[config.mk]
export PLATFORM = sky130hd
export DESIGN_NAME = sqrt_error_monitor_flat
export DESIGN_NICKNAME = d
export VERILOG_FILES = /design/src/rtl/sqrt_error_monitor_pkg.sv /design/src/rtl/sqrt_error_monitor_if.sv /design/src/rtl/isqrt_seq.sv /design/src/rtl/sqrt_error_monitor.sv /design/src/flat_wrapper.sv
export SDC_FILE = /design/constraint.sdc
export NUM_CORES = 1
export LEC_CHECK = 0
export BUFFER_PORTS_ARGS = -buffer_cell sky130_fd_sc_hd__buf_4
export CAP_MARGIN = 25
export CORE_MARGIN = 3
export CORE_UTILIZATION = 63
export CTS_CLUSTER_DIAMETER = 120
export DETAILED_ROUTE_END_ITERATION = 12
export PLACE_DENSITY = 0.95
export SETUP_SLACK_MARGIN = 0.5
export SLEW_MARGIN = 5
export SYNTH_ARGS = -nofsm -noshare
export SYNTH_HDL_FRONTEND = slang
export SYNTH_SLANG_ARGS = --single-unit
[constraint.sdc]
create_clock -name clk -period 9 [get_ports clk]
set_input_delay 0.9 -clock clk [delete_from_list [all_inputs] [get_ports clk]]
set_output_delay 0.9 -clock clk [all_outputs]
set_load 0.005 [all_outputs]
[src/rtl/sqrt_error_monitor_pkg.sv]
// rtl/sqrt_error_monitor_pkg.sv - shared widths, FSM states and saturating add
package sqrt_err_pkg;

  localparam int IN_W  = 16;
  localparam int OUT_W = IN_W / 2;
  localparam int CNT_W = 17;
  localparam int SUM_W = 24;

  typedef enum logic [1:0] {
    IDLE   = 2'd0,
    CALC   = 2'd1,
    UPDATE = 2'd2
  } state_t;

  // a + b clamped to the all-ones value of a w-bit field (w <= 32)
  function automatic logic [31:0] sat_add(input logic [31:0] a, input logic [31:0] b,
                                          input int unsigned w);
    logic [32:0] sum;
    logic [32:0] lim;
    sum = {1'b0, a} + {1'b0, b};
    lim = (33'd1 << w) - 33'd1;
    return (sum > lim) ? lim[31:0] : sum[31:0];
  endfunction

endpackage

[src/rtl/sqrt_error_monitor_if.sv]
// rtl/sqrt_error_monitor_if.sv - sample handshake and per-sample result bundle
interface sqrt_error_monitor_if
  import sqrt_err_pkg::*;
#(
  parameter int IN_W  = sqrt_err_pkg::IN_W,
  parameter int OUT_W = IN_W / 2
);

  logic             in_valid;
  logic             in_ready;
  logic [IN_W-1:0]  in_r;
  logic [OUT_W-1:0] in_q;
  logic             res_valid;
  logic [OUT_W-1:0] res_ref;
  logic [OUT_W-1:0] res_ed;
  logic             res_mismatch;

  // master: the approximate root unit feeding samples and watching results
  modport master (
    output in_valid, in_r, in_q,
    input  in_ready, res_valid, res_ref, res_ed, res_mismatch
  );

  // slave: the error monitor
  modport slave (
    input  in_valid, in_r, in_q,
    output in_ready, res_valid, res_ref, res_ed, res_mismatch
  );

endinterface

[src/rtl/isqrt_seq.sv]
// rtl/isqrt_seq.sv - restoring integer square root, one root bit per cycle MSB first
module isqrt_seq
  import sqrt_err_pkg::*;
#(
  parameter int IN_W  = sqrt_err_pkg::IN_W,
  parameter int OUT_W = IN_W / 2
) (
  input  logic             clk,
  input  logic             rst_n,
  input  logic             start,
  input  logic             abort,
  input  logic [IN_W-1:0]  radicand,
  output logic             done,
  output logic [OUT_W-1:0] root
);

  localparam int CW = $clog2(OUT_W + 1);

  logic             busy;
  logic [CW-1:0]    cnt;
  logic [IN_W-1:0]  rad_sh;
  logic [OUT_W+1:0] rem;
  logic [OUT_W+1:0] rem_sh;
  logic [OUT_W+1:0] trial;
  logic [OUT_W+1:0] diff;
  logic             take;

  // next radicand digit pair enters the remainder; trial divisor is 4*root+1
  always_comb begin
    rem_sh = (rem << 2) | {{OUT_W{1'b0}}, rad_sh[IN_W-1 -: 2]};
    trial  = {root, 2'b01};
    diff   = rem_sh - trial;
    take   = (rem_sh >= trial);
  end

  // done marks the cycle whose closing edge produces the last root bit
  assign done = busy && (cnt == '0);

  // iteration state: load on start, one bit per edge, abort returns to rest
  always_ff @(posedge clk or negedge rst_n) begin
    if (!rst_n) begin
      busy   <= 1'b0;
      cnt    <= '0;
      rad_sh <= '0;
      rem    <= '0;
      root   <= '0;
    end else if (abort) begin
      busy   <= 1'b0;
      cnt    <= '0;
      rad_sh <= '0;
      rem    <= '0;
      root   <= '0;
    end else if (start) begin
      busy   <= 1'b1;
      cnt    <= CW'(OUT_W - 1);
      rad_sh <= radicand;
      rem    <= '0;
      root   <= '0;
    end else if (busy) begin
      rem    <= take ? diff : rem_sh;
      root   <= {root[OUT_W-2:0], take};
      rad_sh <= rad_sh << 2;
      if (cnt == '0) busy <= 1'b0;
      else           cnt  <= cnt - 1'b1;
    end
  end

endmodule

[src/rtl/sqrt_error_monitor.sv]
// rtl/sqrt_error_monitor.sv - per-sample error distance and running error totals
module sqrt_error_monitor #(
  parameter int IN_W  = sqrt_err_pkg::IN_W,
  parameter int OUT_W = IN_W / 2,
  parameter int CNT_W = sqrt_err_pkg::CNT_W,
  parameter int SUM_W = sqrt_err_pkg::SUM_W
) (
  input  logic                 clk,
  input  logic                 rst_n,
  input  logic                 clear,
  sqrt_error_monitor_if.slave  bus,
  output logic [CNT_W-1:0]     sample_count,
  output logic [CNT_W-1:0]     err_count,
  output logic [SUM_W-1:0]     ed_sum,
  output logic [OUT_W-1:0]     ed_max
);

  import sqrt_err_pkg::*;

  state_t           state;
  logic [OUT_W-1:0] q_lat;
  logic             accept;
  logic             eng_done;
  logic [OUT_W-1:0] eng_root;
  logic [OUT_W-1:0] ed;
  logic             mismatch;

  assign bus.in_ready = (state == IDLE);
  assign accept       = bus.in_valid && (state == IDLE) && !clear;

  // the engine latches the radicand itself on accept
  isqrt_seq #(.IN_W(IN_W), .OUT_W(OUT_W)) u_isqrt (
    .clk      (clk),
    .rst_n    (rst_n),
    .start    (accept),
    .abort    (clear),
    .radicand (bus.in_r),
    .done     (eng_done),
    .root     (eng_root)
  );

  // error distance between the exact root and the latched approximation
  always_comb begin
    ed       = (eng_root > q_lat) ? (eng_root - q_lat) : (q_lat - eng_root);
    mismatch = (eng_root != q_lat);
  end

  // control FSM, result registers and saturating accumulators
  always_ff @(posedge clk or negedge rst_n) begin
    if (!rst_n) begin
      state            <= IDLE;
      q_lat            <= '0;
      bus.res_valid    <= 1'b0;
      bus.res_ref      <= '0;
      bus.res_ed       <= '0;
      bus.res_mismatch <= 1'b0;
      sample_count     <= '0;
      err_count        <= '0;
      ed_sum           <= '0;
      ed_max           <= '0;
    end else if (clear) begin
      state            <= IDLE;
      q_lat            <= '0;
      bus.res_valid    <= 1'b0;
      bus.res_ref      <= '0;
      bus.res_ed       <= '0;
      bus.res_mismatch <= 1'b0;
      sample_count     <= '0;
      err_count        <= '0;
      ed_sum           <= '0;
      ed_max           <= '0;
    end else begin
      bus.res_valid <= 1'b0;
      case (state)
        IDLE: begin
          if (accept) begin
            q_lat <= bus.in_q;
            state <= CALC;
          end
        end
        CALC: begin
          if (eng_done) state <= UPDATE;
        end
        UPDATE: begin
          bus.res_valid    <= 1'b1;
          bus.res_ref      <= eng_root;
          bus.res_ed       <= ed;
          bus.res_mismatch <= mismatch;
          sample_count     <= CNT_W'(sat_add(32'(sample_count), 32'd1, CNT_W));
          err_count        <= CNT_W'(sat_add(32'(err_count), 32'(mismatch), CNT_W));
          ed_sum           <= SUM_W'(sat_add(32'(ed_sum), 32'(ed), SUM_W));
          if (ed > ed_max) ed_max <= ed;
          state            <= IDLE;
        end
        default: state <= IDLE;
      endcase
    end
  end

endmodule

[src/flat_wrapper.sv]
// flat-port wrapper written by rule: the top's interface ports become plain ports
module sqrt_error_monitor_flat import sqrt_err_pkg::*;
#(
  parameter int IN_W  = sqrt_err_pkg::IN_W,
  parameter int OUT_W = IN_W / 2,
  parameter int CNT_W = sqrt_err_pkg::CNT_W,
  parameter int SUM_W = sqrt_err_pkg::SUM_W
)
  (clk, rst_n, clear, sample_count, err_count, ed_sum, ed_max, bus_in_valid, bus_in_r, bus_in_q, bus_in_ready, bus_res_valid, bus_res_ref, bus_res_ed, bus_res_mismatch);
  sqrt_error_monitor_if #(.IN_W(IN_W), .OUT_W(OUT_W)) bus_i ();
  input  logic clk;
  input  logic rst_n;
  input  logic clear;
  output logic [CNT_W-1:0] sample_count;
  output logic [CNT_W-1:0] err_count;
  output logic [SUM_W-1:0] ed_sum;
  output logic [OUT_W-1:0] ed_max;
  input wire logic [$bits(bus_i.in_valid)-1:0] bus_in_valid;
  input wire logic [$bits(bus_i.in_r)-1:0] bus_in_r;
  input wire logic [$bits(bus_i.in_q)-1:0] bus_in_q;
  output wire logic [$bits(bus_i.in_ready)-1:0] bus_in_ready;
  output wire logic [$bits(bus_i.res_valid)-1:0] bus_res_valid;
  output wire logic [$bits(bus_i.res_ref)-1:0] bus_res_ref;
  output wire logic [$bits(bus_i.res_ed)-1:0] bus_res_ed;
  output wire logic [$bits(bus_i.res_mismatch)-1:0] bus_res_mismatch;
  assign bus_i.in_valid = bus_in_valid;
  assign bus_i.in_r = bus_in_r;
  assign bus_i.in_q = bus_in_q;
  assign bus_in_ready = bus_i.in_ready;
  assign bus_res_valid = bus_i.res_valid;
  assign bus_res_ref = bus_i.res_ref;
  assign bus_res_ed = bus_i.res_ed;
  assign bus_res_mismatch = bus_i.res_mismatch;
  sqrt_error_monitor #(.IN_W(IN_W), .OUT_W(OUT_W), .CNT_W(CNT_W), .SUM_W(SUM_W)) u_core (.clk(clk), .rst_n(rst_n), .clear(clear), .bus(bus_i), .sample_count(sample_count), .err_count(err_count), .ed_sum(ed_sum), .ed_max(ed_max));
endmodule
; ---- After elaboration in Yosys (flattened, before gate mapping)
; Cells that the tools add are included.
[totals]
register_bits = 131
in_bits = 28
out_inout_bits = 85
wordCells = 96
[classes]
n_addsub = 7
order_cmp = 6
n_eq_ne = 6
n_mux = 46
n_bitwise = 1
reduce_logical = 15
[ops]
columns = operator, n
row1 = 2-to-1 mux 8 bit, 18
row2 = 2-to-1 mux 17 bit, 6
row3 = 2-to-1 mux 24 bit, 3
row4 = 2-to-1 mux 16 bit, 3
row5 = greater-than comparator 18 x 17 -> 1 bit (second input constant), 2
row6 = adder 24 x 8 -> 25 bit, 1
row7 = greater-than comparator 25 x 24 -> 1 bit (second input constant), 1
row8 = subtractor 8 bit, 3
row9 = adder 17 x 1 -> 18 bit, 1
row10 = adder 17 x 1 -> 18 bit (second input constant), 1
row11 = greater-than comparator 8 bit, 2
row12 = 2-to-1 mux 4 bit, 4
row13 = >= comparator 10 bit, 1
row14 = bitwise OR 10 x 2 -> 10 bit, 1
row15 = != test 3 x 2 -> 1 bit (second input constant), 3
row16 = 2-to-1 mux 1 bit, 8
row17 = != test 8 bit, 1
row18 = AND reduction 2 bit, 4
row19 = nonzero test 2 bit, 4
row20 = 2-to-1 mux 2 bit, 3
row21 = zero test 4 bit, 1
row22 = one-hot mux 2 bit (2 select lines), 1
row23 = subtractor 4 x 1 -> 4 bit (second input constant), 1
row24 = logical AND 1 bit, 3
row25 = 5 further kinds, 5

; ---- Depth between registers and ports, before layout
[depth]
ltp_word = 7
ltp_mapped = 20
ltp_nobuf = 18

; ---- Modules after synthesis
; From an unflattened synthesis, not the netlist that was laid out.
[unflattened]
cells_unflattened = 902
hier_area_um2 = 8027.7
[modules_own_cells]
columns = mod, n_inst, cells_per_inst, area_per_inst_um2, seq_area_each_um2
row1 = sqrt_error_monitor, 1, 663, 5854.4, 2352.3
row2 = isqrt_seq, 1, 239, 2173.3, 925.9

; ---- Least setup slack after synthesis
; Ideal clock, no wire load.
[synth_timing]
path_type = flip-flop to flip-flop
start = register u_core.u_isqrt.root[0]
end = register u_core.ed_sum[10]
setup_ns = 0.086
arrival_time_ns = 3.749
path_slack_ns = 5.165
stages_incl_launch_ff = 19
n_path_buf = 1
cell_sequence = dfrtp_1 > inv_1 > ha_1 > inv_1 > fa_1 > nand3_1 > a21oi_1 > o21a_4 > buf_6 > mux2_2 > fa_1 > a21o_1 > a21oi_1 > o21ai_0 > a31o_2 > nand2_1 > nor2_1 > and4_1 > nor3_1
[synth_via]
elab_chain_cells = 7
elab_cells_between_ends = 9
[synth_lines]
columns = element, line
row1 = start: declaration, isqrt_seq.sv:14  ; output logic [OUT_W-1:0] root
row2 = start signal: assignment, isqrt_seq.sv:61  ; root <= {root[OUT_W-2:0], take};
row3 = subtractor 8 bit or greater-than comparator 8 bit (tied branches), sqrt_error_monitor.sv:44  ; ed = (eng_root > q_lat) ? (eng_root - q_lat) : (q_lat - eng_root);
row4 = 2-to-1 mux 8 bit *, sqrt_error_monitor.sv:44
row5 = adder 24 x 8 -> 25 bit *, sqrt_error_monitor_pkg.sv:20  ; sum = {1'b0, a} + {1'b0, b};
row6 = greater-than comparator 25 x 24 -> 1 bit, sqrt_error_monitor_pkg.sv:22  ; return (sum > lim) ? lim[31:0] : sum[31:0];
row7 = 2-to-1 mux 24 bit *, sqrt_error_monitor_pkg.sv:22
row8 = 2-to-1 mux 24 bit *, sqrt_error_monitor.sv:74  ; case (state)
row9 = 2-to-1 mux 24 bit *, sqrt_error_monitor.sv:61  ; end else if (clear) begin
row10 = end signal: assignment, sqrt_error_monitor.sv:91  ; ed_sum <= SUM_W'(sat_add(32'(ed_sum), 32'(ed), SUM_W));
row11 = end: declaration, sqrt_error_monitor.sv:14  ; output logic [SUM_W-1:0] ed_sum,
; Mark *: on every way between the ends. The rest lies on a longest branch, timed or not. The select of a mux whose other input is x is not followed.
; A chain may end at the register's enable or synchronous reset.

; ---- Worst setup path in the final report
[layout_timing]
start = register u_core.u_isqrt.root[5]
end = register u_core.ed_sum[10]
; The elaborated chain is that of the path after synthesis.

==> impl_metrics.ini <==
[status]
status = finished clean

[drt]
first_pass_iters = 8
route.detailed.drc = 0
wl_per_cell_um = 18.0
vias = 7181
drt_iter0_drc = 824
vias_per_cell = 6.29
wl_um = 20500
drtAntennaViolNets = 0

[setup_path]
r2r_slack_ps = 4490
crit_arrival_ps = 4850
critPathLaunchType = flip-flop
end_kind = flip-flop
worstPathMaxFanout = 17
slowest_delay_ps = 430
worstSetupPathType = reg -> reg
crit_chain = inv_1 -> ha_1 -> a211oi_1 -> o21bai_1 -> o21ai_0 -> mux2i_1 -> nor3_1 -> xnor2_1 -> ha_1 -> nand2_1 -> o21ai_0 -> a31o_2 -> nand4_2 -> and4_1 -> nor3_1
cp_slowest_cell = dfrtp_1
critPathRequiredTime_ps = 9340

[floorplanning]
die-area_um2 = 13800
initial_core_util_pct = 64.8
ios = 113
core_area_um2 = 12100
die_y_um = 118
die_w_um = 118
std_cell_rows = 40

[power]
power_density_nw_per_um2 = 174
leakagePower_nw = 4.25
power_mw = 1.63
vdd_drop_max_mv = 0.136

[timing]
whs_ps = 502
period_needed_ps = 4510
worst_slew_pin_slew_ps = 942
fmax_mhz = 222
post-route-period-util_pct = 50.1
slew_violations = 0
fin_setup_tns_ps = 0
maxSlewHeadroom_pct = 37.2
rsz0062_at_grt = false
finalHoldViolCount = 0
skew_ps = 8.87
finalSetupViolations = 0

[synthesis]
ys_seq_elements = 131
yosysUniqueCellTypes = 60
synthArstFlopShare_pct = 100
synth_flop_cell = dfrtp_1
syn_inst = 869
synthesis.area_um2 = 7850
synth_edf_count = 0
yosysWarnings = 0
ys_seq_area_share_pct = 41.8
avgSynthCellArea_um2 = 9.03
syn-num-nets = 947

[clock_network]
root_buffer = clkbuf_16
clk_latency_ps = 430
numCtsBuffers = 17
clock-sinks = 131
cts_resized = 0
clkTransAtPathRegs_ps = 60
cts-htree-levels = 4
tritoncts = built
max-clock-path-buffers = 2
ctsHoldBuffers = 0
post_cts_buffers = 0

[cells_and_area]
final_common_cell = dfrtp_1
nets = 1038
areaGrowthSynthToFinish_pct = 19.3
drive_above_1_share_pct = 17.0
utilization_pct = 77.3
antennaDiodeCount = 0
layout_common_cells = 131 x dfrtp_1, 119 x buf_4, 112 x nor2_1, 78 x nand2_1, 64 x a21oi_1
fill_cells = 776

[grt]
grt-ovfl-total = 0
grt_pass1_vias = 6962
antenna_found_initial = 0
grt_max_degree = 93
grt_first_pass_wirelength_um = 34000
grt_usage_pct = 30.0

[flow_run]
drv_cap = 0

[place]
gp_congestion = 0.904
dp_hpwl_um = 13500
io_buffers = 112

[min_path]
hp-class = reg -> reg
## path summary, 6_finish.rpt
check / startpoint / to / depth (start not counted)
setup / recovery: u_core.u_isqrt.root[5] / u_core.ed_sum[10] / 15
hold / removal: u_core.sample_count[11] / u_core.sample_count[11] / 1
setup reg to reg: u_core.u_isqrt.root[5] / u_core.ed_sum[10] / 15
hold reg to reg: u_core.sample_count[11] / u_core.sample_count[11] / 1
max in group asynchronous: rst_n / u_core.ed_sum[21] / 2
min in group asynchronous: rst_n / u_core.sample_count[7] / 1
## where the power goes
group | switching (mW) | internal (mW)
Combinational | 0.172 | 0.115
Sequential | 0.0137 | 0.605
Clock | 0.265 | 0.463
Total | 0.450 | 1.18
## per-layer routing
layer	wire length [µm]	vias up	global-route usage (%)	part of all wire, %
met3	1520	74	7.26	7.4
met5	0	-	0	0
met2	9850	359	47.3	48
li1	-	3291	-	-
met4	858	0	15.3	4.2
met1	8260	3457	38.8	40
## worst max-delay path: cells and delay by family (launching register included)
kind,cells,cell delay [ps]
DFF,1,430
xor gates and xnor gates,1,430
and+or+nand+nor,5,1130
buffers and inverters,1,100
adders and majority gates,2,640
muxes,1,290
AOI/OAI and AO/OA,5,1400
## flip-flops by register name, summed over array words and instances (netlist names)
| register | cells |
|---|---|
| u_core.ed_sum | 24 |
| u_core.err_count | 17 |
| u_core.sample_count | 17 |
| u_core.u_isqrt.rad_sh | 16 |
| u_core.bus.res_ed | 8 |
| u_core.bus.res_ref | 8 |
| u_core.ed_max | 8 |
| u_core.q_lat | 8 |
| u_core.u_isqrt.rem | 8 |
| u_core.u_isqrt.root | 8 |
| u_core.u_isqrt.cnt | 4 |
| u_core.state | 2 |
| u_core.bus.res_mismatch | 1 |
| u_core.bus.res_valid | 1 |
| u_core.u_isqrt.busy | 1 |
## layout make-up
class / instances / area, µm² / area share, %
timing repair buffer: 119 / 893 / 9.54
sequential: 131 / 3280 / 35.0
multi-input combinational: 646 / 4190 / 44.8
clock buffer: 19 / 433 / 4.63
tap: 168 / 210 / 2.25
inverter: 45 / 169 / 1.80
clock inverter: 13 / 185 / 1.98
## cell families after synthesis
kind of cell | after synthesis | synth area share (%)
flip-flops | 131 | 41.8
multiplexers | 52 | 6.74
AND/OR/NAND/NOR | 320 | 19.2
buffers and inverters | 92 | 5.01
AO/OA/AOI/OAI | 208 | 17.3
adder cells (fa/ha/maj) | 50 | 8.26
XOR/XNOR | 16 | 1.79
## stage by stage
step / setup slack, ps / cells / instance area, µm²
after CTS: 4610 / 1141 / 9360
after global placement: 4700 / 1109 / 8740
final: 4490 / 1141 / 9360
after detailed placement: 4660 / 1109 / 8740
after floorplan: 5170 / 869 / 7850
after global routing: 4070 / 1141 / 9360
## synthesized netlist by cell type, types with 4 or more instances
| cell | n | area, µm² |
|---|---|---|
| dfrtp_1 | 131 | 3280 |
| nor2_1 | 112 | 420 |
| nand2_1 | 78 | 293 |
| a21oi_1 | 64 | 320 |
| mux2i_1 | 48 | 480 |
| ha_1 | 47 | 588 |
| inv_1 | 45 | 169 |
| a211oi_1 | 44 | 330 |
| o21ai_0 | 38 | 190 |
| nand3_1 | 33 | 165 |
| clkbuf_1 | 30 | 113 |
| and3_1 | 23 | 144 |
| nor3_1 | 21 | 105 |
| a311oi_1 | 13 | 114 |
| xnor2_1 | 10 | 87.6 |
| nand4_1 | 9 | 56.3 |
| a21o_1 | 8 | 60.1 |
| buf_1 | 8 | 30.0 |
| a31oi_1 | 7 | 43.8 |
| and2_1 | 7 | 43.8 |
| nand2b_1 | 7 | 43.8 |
| o211ai_1 | 6 | 45.0 |
| xor2_1 | 6 | 52.6 |
| and4_1 | 5 | 43.8 |
| nand3b_1 | 5 | 37.5 |
| nor2b_1 | 5 | 31.3 |
| buf_6 | 4 | 45.0 |
| o21bai_1 | 4 | 30.0 |
No activity file was read; power rests on OpenSTA's default activity.
